File: config.mk
export PLATFORM = sky130hd
export DESIGN_NAME = reg_file_mp
export DESIGN_NICKNAME = d
export VERILOG_FILES = /design/src/rtl/reg_file_pkg.sv /design/src/rtl/reg_file_scoreboard.sv /design/src/rtl/reg_file_mp.sv
export SDC_FILE = /design/constraint.sdc
export NUM_CORES = 2
export LEC_CHECK = 0
export ABC_AREA = 1
export BUFFER_PORTS_ARGS = -buffer_cell sky130_fd_sc_hd__buf_2
export CAP_MARGIN = 5
export CORE_MARGIN = 5
export CORE_UTILIZATION = 35
export CTS_CLUSTER_SIZE = 28
export DETAILED_ROUTE_END_ITERATION = 16
export GPL_TIMING_DRIVEN = 1
export PLACE_DENSITY = 0.55
export SLEW_MARGIN = 20
export SYNTH_ARGS = -nofsm -noshare
export SYNTH_HDL_FRONTEND = slang
export SYNTH_HIERARCHICAL = 1
export SYNTH_SLANG_ARGS = --single-unit
File: constraint.sdc
create_clock -name clk -period 37.8 [get_ports clk]
set_input_delay 1.89 -clock clk [delete_from_list [all_inputs] [get_ports clk]]
set_output_delay 1.89 -clock clk [all_outputs]
set_load 0.02 [all_outputs]
File: src/rtl/reg_file_pkg.sv
// Shared constants for the multi-port register file: default geometry and the
// hard-wired zero register index.
package reg_file_pkg;

    localparam int DATA_W_DEF = 32;
    localparam int ADDR_W_DEF = 5;
    localparam int NUM_RD_DEF = 2;

    // Index of the register that always reads zero and ignores writes.
    localparam int ZERO_IDX   = 0;

endpackage : reg_file_pkg

File: src/rtl/reg_file_scoreboard.sv
// Busy-bit scoreboard: one pending-write flag per register. A set and a clear
// to the same index in one cycle leave the flag set.
module reg_file_scoreboard
    import reg_file_pkg::*;
#(
    parameter int ADDR_W = ADDR_W_DEF
) (
    input  logic                     clk,
    input  logic                     rst,
    input  logic                     set,
    input  logic [ADDR_W-1:0]        set_addr,
    input  logic                     clr,
    input  logic [ADDR_W-1:0]        clr_addr,
    output logic [(1<<ADDR_W)-1:0]   busy
);

    localparam int DEPTH = 1 << ADDR_W;

    logic [DEPTH-1:0] busy_d;
    logic [DEPTH-1:0] busy_q;

    // Clear is applied before set, which is what makes set win on a collision.
    always_comb begin
        busy_d = busy_q;
        if (clr && (clr_addr != ADDR_W'(ZERO_IDX))) begin
            busy_d[clr_addr] = 1'b0;
        end
        if (set && (set_addr != ADDR_W'(ZERO_IDX))) begin
            busy_d[set_addr] = 1'b1;
        end
        busy_d[ZERO_IDX] = 1'b0;
    end

    always_ff @(posedge clk or posedge rst) begin
        if (rst) begin
            busy_q <= '0;
        end else begin
            busy_q <= busy_d;
        end
    end

    assign busy = busy_q;

endmodule : reg_file_scoreboard

File: src/rtl/reg_file_mp.sv
// Multi-read-port register file with a pending-write scoreboard and a
// hard-wired zero register. Define REG_FILE_BYPASS_EN for write-to-read bypass.
module reg_file_mp
    import reg_file_pkg::*;
#(
    parameter int DATA_W = DATA_W_DEF,
    parameter int ADDR_W = ADDR_W_DEF,
    parameter int NUM_RD = NUM_RD_DEF
) (
    input  logic                     clk,
    input  logic                     rst,
    input  logic [NUM_RD*ADDR_W-1:0] rd_addr,
    output logic [NUM_RD*DATA_W-1:0] rd_data,
    output logic [NUM_RD-1:0]        rd_busy,
    input  logic                     wr_en,
    input  logic [ADDR_W-1:0]        wr_addr,
    input  logic [DATA_W-1:0]        wr_data,
    input  logic                     sb_set,
    input  logic [ADDR_W-1:0]        sb_addr
);

    localparam int DEPTH = 1 << ADDR_W;

    logic [DATA_W-1:0] regs_d [DEPTH];
    logic [DATA_W-1:0] regs_q [DEPTH];
    logic [DEPTH-1:0]  busy;
    logic              wr_fire;

    assign wr_fire = wr_en && (wr_addr != ADDR_W'(ZERO_IDX));

    always_comb begin
        regs_d = regs_q;
        if (wr_fire) begin
            regs_d[wr_addr] = wr_data;
        end
    end

    always_ff @(posedge clk or posedge rst) begin
        if (rst) begin
            for (int i = 0; i < DEPTH; i++) begin
                regs_q[i] <= '0;
            end
        end else begin
            regs_q <= regs_d;
        end
    end

    reg_file_scoreboard #(
        .ADDR_W   (ADDR_W)
    ) u_scoreboard (
        .clk      (clk),
        .rst      (rst),
        .set      (sb_set),
        .set_addr (sb_addr),
        .clr      (wr_en),
        .clr_addr (wr_addr),
        .busy     (busy)
    );

    for (genvar k = 0; k < NUM_RD; k++) begin : g_rd
        logic [ADDR_W-1:0] idx;
        logic [DATA_W-1:0] stored;

        assign idx    = rd_addr[k*ADDR_W +: ADDR_W];
        assign stored = (idx == ADDR_W'(ZERO_IDX)) ? '0 : regs_q[idx];

`ifdef REG_FILE_BYPASS_EN
        // A write held off by reset is discarded, so it must not bypass either.
        logic hit;
        assign hit = !rst && wr_fire && (idx == wr_addr);
        assign rd_data[k*DATA_W +: DATA_W] = hit ? wr_data : stored;
        assign rd_busy[k] = hit ? (sb_set && (sb_addr == wr_addr)) : busy[idx];
`else
        assign rd_data[k*DATA_W +: DATA_W] = stored;
        assign rd_busy[k] = busy[idx];
`endif
    end

endmodule : reg_file_mp

==> impl_results.md <==
- Final nets: 8310
- Root Buffer: clkbuf_16
- Crit-path max cell delay: ~0.84 ns
- Max-slew violations: 0
- PwrDens: 51.8 nW/µm²
- Worst R2R End: regs_q[905]
- Share of cells above drive strength 1: 0.0575
- RSZ-0062 raised after global routing: no
- Worst hold start: regs_q[999]
- H-tree level count: 3
- First-pass GRT wire length: 372000 µm
- # hold bufs at CTS: 0
- Die span in x: 420 µm
- Cell Rows: 150
- Layout area overhead: 9.42%
- Avg WL per Cell: 23.9 µm
- Switching part of the total: 0.326
- Initial DRC Count: 7691
- Critical path's slowest cell: buf_4
- Global Route Usage Sum: 0.280
- Largest net degree at the start of global routing: 119
- Area contributors post-synth: dfrtp_1 45%, nand2_1 20%, o21ai_0 11%
- Final HPWL DP: between 100000 and 150000 µm
- Routed wire length: between 200000 and 300000 µm
- Final Hold Viols: 0
- Warnings from Yosys: 6
- Critical path endpoint category: output pin
- Setup TNS: 0 ns
- Number of global-route vias before repair: 55.4k
- Die Ht: 420 µm
- VDD IR max: 0.0320 mV
- Status: completed
- Initial Utilization: 0.352
- CORE AREA: between 150000 and 200000 µm²
- Worst Hold Depth: 0
- Fin Hold WS: 0.404 ns
- Most frequent cells in the layout: 3074 x nand2_1, 1339 x o21ai_0, 1055 x dfrtp_1
- GP Congestion: 0.847
- CP Launch Type: primary input
- CTS tree: yes
- Hold endpoint: regs_q[999]
- Flop pwr share: 0.452
- Area fraction of the dominant cell type after synthesis: 0.449
- CTS buffer count: 117
- Net load switching power: roughly 1.1 mW
- Post-CTS Setup Bufs: 0
- Worst Reg2Reg Path Length in Cells: 2
- RR Startpoint: regs_q[905]
- Critical path required time: around 36 ns
- CP most frequent cell: nand2_1
- Ports: between 100 and 150
- Commonest non-fill, non-tap cell in the layout: nand2_1
- F_max: 113 MHz
- Synth Register Bits: 1055
- Unique cell type count in the Yosys netlist: 24
- Leakage power: 30.3 nW
- Worst hold path class: flip-flop to flip-flop
- Max-cap check violation count: 0
- Post-route ant nets: 0
- Seq/Total Area, Yosys: 0.449
- Slew of the pin with the lowest slew margin: 1.23 ns
- Reg clk slew, reported paths: around 0.060 ns
- Total nets after synthesis: roughly 8.7k
- Cell Area, Synth: slightly below 60000 µm²
- Slew headroom: 0.178
- Crit path max fanout: 84
- Cells after Synth: 8635
- Combinational power share: 0.196
- Tcrit/Tclk final: 0.233
- Int Power: approximately 2.2 mW
- Setup Crit Path Kind: primary input to output pin
- Global route total overflow: 0
- Worst-skew pair later-pin latency: about 0.73 ns
- CTS max path bufs: 3
- Reg2reg setup slack: between 30 and 40 ns
- CTS resizes: 0
- Vias per cell: approximately 5.6
- Setup Skew: 0 ns
- Drt first pass iters: 8
- Clock sinks: 1055
- FILL cells: 17.6k
- DRC Markers: 0
- Routed vias: between 50k and 60k
- Die area: 176000 µm²
- CP Cell Sequence: buf_8, inv_8, buf_4, buf_4, buf_4, nand2_1, nand3_1, nand3_1, nand2_1, nand2_1, nand3_1, nand2_1, nor2_1, buf_2
- Clock Power Share: 0.352
- Final setup fails: 0
- IO Port Bufs: around 120
- Crit path DAT: ~6.9 ns
- Final Critical Period: 8.82 ns
- Yosys top cell by area: dfrtp_1
- Initial antenna violation count: 15
- Syn Area/Cell: 6.80 µm²
power groups by stage:
stage	clock [mW]	sequential, mW	combinational [mW]
global placement	0	1.51	0.634
finish	1.17	1.50	0.652
floorplan	0	1.48	0.475
CTS	1.19	1.50	0.647
global route	1.24	1.53	0.744
detailed placement	0	1.51	0.647
cell usage after synthesis:
master	count
clkbuf_1	538
nand3_1	1004
buf_4	2
buf_2	130
nor4_4	1
nand4_1	8
nor2_4	1
buf_1	63
o21ai_0	1339
nand2_1	3100
dfrtp_1	1055
inv_2	11
nor2_1	700
or2_1	1
nor2_2	6
o21ai_1	61
o211ai_1	92
conb_1	1
a21oi_1	211
clkinv_1	4
nor3b_1	1
inv_1	297
nor3_1	2
nor3_2	7
logic make-up (layout without fill, tap and decap cells):
group / after synthesis / count (layout) / share of synthesized area
simple gates: 4831 / 4831 / 0.332
compound gates: 1703 / 1703 / 0.149
flops: 1055 / 1055 / 0.449
buf+inv: 1045 / 756 / 0.0697
other cells: 1 / 14 / 0.0000638
per-layer routing:
layer,up-vias,track usage,share of wire
met5,-,0,0.00013
met4,4,0.141,0.056
met3,610,0.0453,0.089
met2,3055,0.448,0.44
met1,28300,0.367,0.41
li1,27200,-,-
layout make-up:
class	instances	area, µm²	area share
multi-input cells	6535	28500	0.443
flip-flops and latches	1055	26400	0.411
clock buffers	183	3590	0.0558
well taps	2204	2760	0.0429
repair buffers	233	1550	0.0241
inverters	312	1220	0.0190
clock inverters	28	269	0.00418
diodes	13	32.5	0.000506
worst max-delay path, delay by kind of cell:
kind	cells	cell delay [ns]
buffers and inverters	6	3.47
AND/OR/NAND/NOR	8	1.31
state kept, by name (all words and copies together), names as in the netlist:
register and count:
regs_q 1024, u_scoreboard/busy 31
through the flow:
| step | setup WS (ns) | total power [mW] | utilization | std cells | instance area [µm²] |
|---|---|---|---|---|---|
| final | 28.98 | 3.33 | 0.385 | 10600 | 64300 |
| after global placement | 29.17 | 2.14 | 0.362 | 10300 | 60400 |
| after floorplan | 7.09 | 1.95 | - | 8635 | 58800 |
| after CTS | 29.18 | 3.34 | 0.385 | 10600 | 64300 |
| after global routing | 28.95 | 3.51 | 0.385 | 10600 | 64300 |
| after detailed placement | 29.18 | 2.16 | 0.362 | 10300 | 60400 |
worst max path at each step:
stage | start | slack (ns) | cells after the start | to
after floorplan | rst | 7.09 | 1 | regs_q[0]
after global placement | rd_addr[5] | 29.17 | 14 | rd_data[46]
after detailed placement | rd_addr[5] | 29.18 | 14 | rd_data[46]
after CTS | rd_addr[5] | 29.18 | 14 | rd_data[62]
after global routing | rd_addr[5] | 28.95 | 14 | rd_data[46]
final | rd_addr[5] | 28.98 | 14 | rd_data[46]
No activity file was read; power rests on OpenSTA's default activity.
